[config.mk]
export PLATFORM = sky130hd
export DESIGN_NAME = sc_spi_bfc
export DESIGN_NICKNAME = d
export VERILOG_FILES = /design/src/rtl/sc_spi_pkg.sv /design/src/rtl/sc_spi_bfc_ram.sv /design/src/rtl/sc_spi_bfc.sv
export SDC_FILE = /design/constraint.sdc
export NUM_CORES = 1
export LEC_CHECK = 0
export ABC_AREA = 1
export ABC_CLOCK_PERIOD_IN_PS = 1500
export CORE_MARGIN = 3
export CORE_UTILIZATION = 45
export DETAILED_ROUTE_END_ITERATION = 10
export HOLD_SLACK_MARGIN = 0.02
export PLACE_DENSITY = 0.7
export SYNTH_ARGS = -nofsm -noshare
export SYNTH_HDL_FRONTEND = slang
export SYNTH_SLANG_ARGS = --single-unit
[constraint.sdc]
create_clock -name SPICLK -period 1.5 [get_ports SPICLK]
set_input_delay 0.3 -clock SPICLK [delete_from_list [all_inputs] [get_ports SPICLK]]
set_output_delay 0.3 -clock SPICLK [all_outputs]
set_load 0.02 [all_outputs]
[src/rtl/sc_spi_pkg.sv]
// Shared definitions for the SPI engine blocks: buffer geometry, word and
// width-code sizes, and the buffer controller state encoding.
package sc_spi_pkg;

    localparam int PTR_W     = 4;
    localparam int WORD_W    = 32;
    localparam int DW_W      = 9;
    localparam int BUF_DEPTH = 16;
    localparam int RXCNT_W   = 5;

    typedef enum logic [2:0] {
        ST_IDLE  = 3'd0,
        ST_START = 3'd1,
        ST_WBSY  = 3'd2,
        ST_WEND  = 3'd3,
        ST_DRAIN = 3'd4,
        ST_FIN   = 3'd5
    } bfc_state_t;

endpackage

[src/rtl/sc_spi_bfc_ram.sv]
// 16x32 register file: one write port, one registered read port and one
// combinational read port. Contents are never reset.
module sc_spi_bfc_ram
    import sc_spi_pkg::*;
(
    input  logic              SPICLK,
    input  logic              SYSRSTB,
    input  logic              we,
    input  logic [PTR_W-1:0]  waddr,
    input  logic [WORD_W-1:0] wdata,
    input  logic [PTR_W-1:0]  raddr,
    output logic [WORD_W-1:0] rdata,
    input  logic [PTR_W-1:0]  aaddr,
    output logic [WORD_W-1:0] adata
);

    logic [WORD_W-1:0] mem [BUF_DEPTH];
    logic [WORD_W-1:0] rdata_reg;

    always_ff @(posedge SPICLK) begin
        if (we) begin
            mem[waddr] <= wdata;
        end
    end

    // A write and a read of the same word in one cycle return the old word.
    always_ff @(posedge SPICLK or negedge SYSRSTB) begin
        if (!SYSRSTB) begin
            rdata_reg <= '0;
        end else begin
            rdata_reg <= mem[raddr];
        end
    end

    assign rdata = rdata_reg;
    assign adata = mem[aaddr];

endmodule

[src/rtl/sc_spi_bfc.sv]
// SPI buffer controller: TX/RX word buffers plus the command sequencer in
// front of the SPI protocol engine. Optional busy timeout: SC_SPI_BFC_TIMEOUT_EN.
module sc_spi_bfc
    import sc_spi_pkg::*;
#(
    parameter int DRAIN_CYC = 3,
    parameter int TO_W      = 16
) (
    input  logic               SPICLK,
    input  logic               SYSRSTB,
    input  logic               TXWE,
    input  logic [PTR_W-1:0]   TXWADDR,
    input  logic [WORD_W-1:0]  TXWDATA,
    input  logic [PTR_W-1:0]   RXRADDR,
    output logic [WORD_W-1:0]  RXRDATA,
    input  logic               CMDVALID,
    output logic               CMDREADY,
    input  logic [DW_W-1:0]    CMDDW,
    input  logic               CMDCSEXT,
    output logic               DONE,
    output logic [RXCNT_W-1:0] RXCNT,
    output logic               TIMEOUT,
    output logic               SPISTART,
    input  logic               SPIBUSY,
    output logic [DW_W-1:0]    DWIDTH,
    output logic               CSEXTEND,
    output logic [WORD_W-1:0]  TXDATA,
    input  logic [PTR_W-1:0]   TXDPT,
    input  logic [WORD_W-1:0]  RXDATA,
    input  logic               RXVALID,
    input  logic [PTR_W-1:0]   RXDPT
);

    localparam int                 DRN_W    = (DRAIN_CYC > 1) ? $clog2(DRAIN_CYC) : 1;
    localparam logic [DRN_W-1:0]   DRN_LOAD = DRN_W'(DRAIN_CYC - 1);
    localparam logic [RXCNT_W-1:0] RXCNT_MAX = RXCNT_W'(BUF_DEPTH);

    if (DRAIN_CYC < 1 || TO_W < 2) begin : g_param_chk
        $error("sc_spi_bfc: DRAIN_CYC must be >= 1 and TO_W >= 2");
    end

    bfc_state_t         state_reg, state_next;
    logic [DRN_W-1:0]   drain_reg, drain_next;
    logic [DW_W-1:0]    dwidth_reg;
    logic               csext_reg;
    logic [RXCNT_W-1:0] rxcnt_reg;
    logic               cmd_accept;
    logic               to_fire;
    logic [WORD_W-1:0]  unused_tx_rdata;
    logic [WORD_W-1:0]  unused_rx_adata;

    always_ff @(posedge SPICLK or negedge SYSRSTB) begin
        if (!SYSRSTB) begin
            state_reg <= ST_IDLE;
            drain_reg <= '0;
        end else begin
            state_reg <= state_next;
            drain_reg <= drain_next;
        end
    end

    always_comb begin
        state_next = state_reg;
        drain_next = drain_reg;
        cmd_accept = 1'b0;
        case (state_reg)
            ST_IDLE: begin
                if (CMDVALID) begin
                    cmd_accept = 1'b1;
                    state_next = ST_START;
                end
            end
            ST_START: state_next = ST_WBSY;
            ST_WBSY: begin
                if (SPIBUSY) begin
                    state_next = ST_WEND;
                end else if (to_fire) begin
                    state_next = ST_FIN;
                end
            end
            ST_WEND: begin
                if (!SPIBUSY) begin
                    drain_next = DRN_LOAD;
                    state_next = ST_DRAIN;
                end else if (to_fire) begin
                    state_next = ST_FIN;
                end
            end
            // Covers RX words still in flight in the engine after busy drops.
            ST_DRAIN: begin
                if (drain_reg == '0) begin
                    state_next = ST_FIN;
                end else begin
                    drain_next = drain_reg - 1'b1;
                end
            end
            ST_FIN:  state_next = ST_IDLE;
            default: state_next = ST_IDLE;
        endcase
    end

    assign CMDREADY = (state_reg == ST_IDLE);
    assign SPISTART = (state_reg == ST_START);
    assign DONE     = (state_reg == ST_FIN);

    always_ff @(posedge SPICLK or negedge SYSRSTB) begin
        if (!SYSRSTB) begin
            dwidth_reg <= '0;
            csext_reg  <= 1'b0;
        end else if (cmd_accept) begin
            dwidth_reg <= CMDDW;
            csext_reg  <= CMDCSEXT;
        end
    end

    // Words landing while idle still go to the buffer but are not counted.
    always_ff @(posedge SPICLK or negedge SYSRSTB) begin
        if (!SYSRSTB) begin
            rxcnt_reg <= '0;
        end else if (cmd_accept) begin
            rxcnt_reg <= '0;
        end else if (RXVALID && state_reg != ST_IDLE && rxcnt_reg != RXCNT_MAX) begin
            rxcnt_reg <= rxcnt_reg + 1'b1;
        end
    end

    assign DWIDTH   = dwidth_reg;
    assign CSEXTEND = csext_reg;
    assign RXCNT    = rxcnt_reg;

`ifdef SC_SPI_BFC_TIMEOUT_EN
    logic [TO_W-1:0] to_cnt_reg;
    logic            timeout_reg;

    // Counts every cycle spent waiting on the engine; the engine is left running on expiry.
    always_ff @(posedge SPICLK or negedge SYSRSTB) begin
        if (!SYSRSTB) begin
            to_cnt_reg <= '0;
        end else if (state_reg == ST_START) begin
            to_cnt_reg <= '0;
        end else if (state_reg == ST_WBSY || state_reg == ST_WEND) begin
            to_cnt_reg <= to_cnt_reg + 1'b1;
        end
    end

    assign to_fire = (&to_cnt_reg) &&
                     ((state_reg == ST_WBSY && !SPIBUSY) ||
                      (state_reg == ST_WEND &&  SPIBUSY));

    always_ff @(posedge SPICLK or negedge SYSRSTB) begin
        if (!SYSRSTB) begin
            timeout_reg <= 1'b0;
        end else if (cmd_accept) begin
            timeout_reg <= 1'b0;
        end else if (to_fire) begin
            timeout_reg <= 1'b1;
        end
    end

    assign TIMEOUT = timeout_reg;
`else
    assign to_fire = 1'b0;
    assign TIMEOUT = 1'b0;
`endif

    sc_spi_bfc_ram u_txbuf (
        .SPICLK  (SPICLK),
        .SYSRSTB (SYSRSTB),
        .we      (TXWE),
        .waddr   (TXWADDR),
        .wdata   (TXWDATA),
        .raddr   ('0),
        .rdata   (unused_tx_rdata),
        .aaddr   (TXDPT),
        .adata   (TXDATA)
    );

    sc_spi_bfc_ram u_rxbuf (
        .SPICLK  (SPICLK),
        .SYSRSTB (SYSRSTB),
        .we      (RXVALID),
        .waddr   (RXDPT),
        .wdata   (RXDATA),
        .raddr   (RXRADDR),
        .rdata   (RXRDATA),
        .aaddr   ('0),
        .adata   (unused_rx_adata)
    );

endmodule

==> flow_metrics.py <==
metrics = {
    "status": {
        "status": "finished, violations left",
        "failed_checks": "negative setup slack",
    },
    "floorplan": {
        "die_width_microns": 325.7,
        "placement_rows": 116,
        "core_sq_um": 100700,
        "die_h_microns": 325.7,
        "start_util_pct": 45.65,
        "die-area_sq_um": 106100,
        "io_pins": 179,
    },
    "sta": {
        "hold_ws_ns": 0.1412,
        "worstMarginPinSlew_ns": 0.6113,
        "fin_ws_ns": -0.5159,
        "setup_viol": 64,
        "fin_crit_sh_pct": 134.4,
        "max_freq_mhz": 496.1,
        "rsz0062_at_grt": "yes",
        "hold_viol": 0,
        "skew_ns": 0.04848,
        "setup_tns_ns": -16.09,
        "finalMaxSlewViolations": 0,
        "period_minus_slack_ns": 2.016,
        "relSlewSlack_pct": 59.12,
    },
    "critical_path": {
        "r2r_slack_ns": 0.15,
        "slowest_stage": "edfxtp_1",
        "path_class": "register to output port",
        "r2r-end": "RXCNT[0]$_DFFE_PN0P_",
        "reg2reg_from": "state_reg[1]$_DFFE_PN0P_",
        "cp_max_fo": 1,
        "required_ns": 1.20,
        "crit_cells": 7,
        "crit_end": "TXDATA[18]",
        "start_kind": "register",
        "end_kind": "output port",
        "worstPathArrival_ns": 1.72,
        "crit_start": "u_txbuf.mem[6][18]$_DFFE_PP_",
        "crit_family": "flip-flops",
        "max_stage_delay_ns": 0.40,
        "path_cells": "inv_2, nand2_2, nand3_2, nand3_2, nand3_2, nand2_2, buf_6",
        "crit_path_frequent_cell": "nand3_2",
        "crit_buf_inv": 2,
        "reg2regPathDepth": 8,
    },
    "cts": {
        "clockBufferDepth": 3,
        "insertion_delay_ns": 0.71,
        "root_buffer": "clkbuf_16",
        "cts_tree": "built",
        "path_clk_slew_ns": 0.06,
        "cts_buffers": 110,
        "htree_num_levels": 3,
        "cts_num_sinks": 1076,
    },
    "placed_design": {
        "postPlaceCellArea_sq_um": 51970,
        "port_buffers": 177,
        "preCtsSetupSlack_ns": -0.8222,
        "place_congestion": 0.8268,
        "dp_hpwl_microns": 67050,
        "dp_cells": 5942,
    },
    "route": {
        "routed_via_density": 5.106,
        "dr.pass1.iters": 6,
        "postRouteAntennaNets": 0,
        "drt_iter0_markers": 3279,
        "via_count": 31470,
        "wl_microns": 115900,
        "route.detailed.drc": 0,
        "wl_per_cell_microns": 18.81,
    },
    "finish": {
        "nNetsFinal": 4808,
        "stdcell_area_sq_um": 56800,
        "final_common_cell": "nand2_1",
        "area_growth_syn_to_layout_pct": 23.50,
        "multi_input_area_sq_um": 10910,
        "post_route_cells_drive_above_1_share_pct": 17.61,
        "fin_cells": 6162,
        "fillers": 8082,
        "regArea_sq_um": 32050,
        "final_cell_mix": "nand2_1 (1336), edfxtp_1 (1024), inv_1 (774)",
        "post-route-util_pct": 56.39,
    },
    "yosys": {
        "yosys.area_share.adder_pct": 0.08162,
        "synth_top_family_by_area": "simple AND/OR/NAND/NOR gates",
        "synthCells": 4333,
        "ys_seq_area_share_pct": 69.70,
        "yosysWarnings": 0,
        "synth_area_per_cell_sq_um": 10.61,
        "synth_xor_area_share_pct": 0.05714,
        "ys_ff_latch": 1076,
        "syn_area_sq_um": 45990,
        "synth.distinct_cells": 30,
        "yosys.area_share.simple_pct": 20.45,
        "synth.area.mux_share_pct": 0,
        "syn-num-nets": 4432,
        "synth_compound_area_share_pct": 0.09251,
    },
    "pwr": {
        "ir_drop_uv": 1177,
        "leakage_nw": 24.32,
        "power_mw": 68.58,
        "p_per_area_nw_per_um2": 1208,
    },
    "global_route": {
        "grt_pass1_vias": 30770,
        "grt_pass1_wl_microns": 176800,
        "grt_antenna_before_repair": 4,
        "track_usage_pct": 21.42,
        "gr-total-overflow": 0,
        "grt_max_degree": 61,
    },
    "run": {
        "maxCapViolations": 0,
    },
    "min_path": {
        "hp-class": "primary input to async pin",
    },
}
-- logic make-up (layout without fill, tap and decap cells) --
logic type | Yosys count | in the layout
and+or+nand+nor | 2233 | 2233
DFF | 1076 | 1076
buffers and inverters | 1009 | 1480
AOI/OAI and AO/OA | 8 | 8
adders and majority gates | 3 | 3
xor gates and xnor gates | 3 | 3
other | 1 | 2
-- power by group --
part           switching, mW  leakage [nW]  internal, mW
Clock                   11.5          1.74          15.3
Sequential             0.367          9.88          33.8
Combinational           4.52          12.7          3.06
Total                   16.4          24.3          52.2
-- worst min path at each step --
stage | to | slack (ns) | cells past startpoint
finish | u_rxbuf.rdata[8]$_DFF_PN0_ | 0.14 | 3
detailed placement | u_rxbuf.rdata[8]$_DFF_PN0_ | 0.33 | 2
floorplan | CSEXTEND$_DFFE_PN0P_ | 0.004 | 0
global route | u_rxbuf.rdata[1]$_DFF_PN0_ | 0.13 | 5
CTS | u_rxbuf.rdata[1]$_DFF_PN0_ | 0.10 | 5
global placement | u_rxbuf.rdata[10]$_DFF_PN0_ | 0.33 | 2
-- layer usage --
| metal | track usage (%) | vias up | routed length, microns |
|---|---|---|---|
| li1 | - | 14780 | - |
| met1 | 28.49 | 15060 | 46870 |
| met2 | 35.60 | 1355 | 56330 |
| met3 | 3.438 | 266 | 8977 |
| met4 | 7.963 | 4 | 3705 |
| met5 | 0 | - | 22 |
-- synth_stat cells --
master / number / area [sq um]
o21a_1: 1 / 7.510
buf_2: 90 / 450.4
nand2_2: 1 / 6.260
nor2_2: 1 / 6.260
a21oi_1: 1 / 5.000
inv_4: 1 / 6.260
nand3_2: 1 / 10.01
nand3b_1: 1 / 7.510
nand4_1: 1 / 6.260
clkbuf_1: 24 / 90.09
ha_1: 3 / 37.54
inv_1: 789 / 2962
nor3_1: 8 / 40.04
xnor2_1: 2 / 17.52
dfrtp_1: 52 / 1301
nor2_1: 31 / 116.4
clkinv_1: 1 / 3.750
inv_2: 3 / 11.26
buf_12: 2 / 40.04
inv_6: 1 / 8.760
edfxtp_1: 1024 / 30750
buf_1: 31 / 116.4
nand2_1: 1393 / 5229
buf_4: 8 / 60.06
buf_6: 57 / 641.9
buf_8: 2 / 30.03
conb_1: 1 / 3.750
nand3_1: 796 / 3984
o21ai_0: 6 / 30.03
xor2_1: 1 / 8.760
-- worst reg2reg max path: stages, from the launching register on --
cell,delay (ns)
dfrtp_1,0.39
buf_6,0.13
nor2_4,0.08
nand2_2,0.06
inv_2,0.07
buf_4,0.20
nand2_8,0.12
nand3_1,0.11
o21ai_0,0.08
-- area by class of cell --
cell class / count / area share (%)
well taps: 1357 / 2.989
clock buffers: 143 / 5.188
multi-input cells: 2248 / 19.21
diodes: 1 / 0.004406
inverters: 795 / 5.391
flip-flops and latches: 1076 / 56.44
repair buffers: 478 / 9.724
clock inverters: 64 / 1.055
-- what timing repair did --
item / CTS / global route
pin swaps: 135 / 106
setup endpoints to repair: 82 / 87
hold buffers: 1 / 0
hold endpoints to repair: 52 / 0
resized for setup: 582 / 164
buffers inserted: 4 / 8
(Power assumes the default switching activity.)
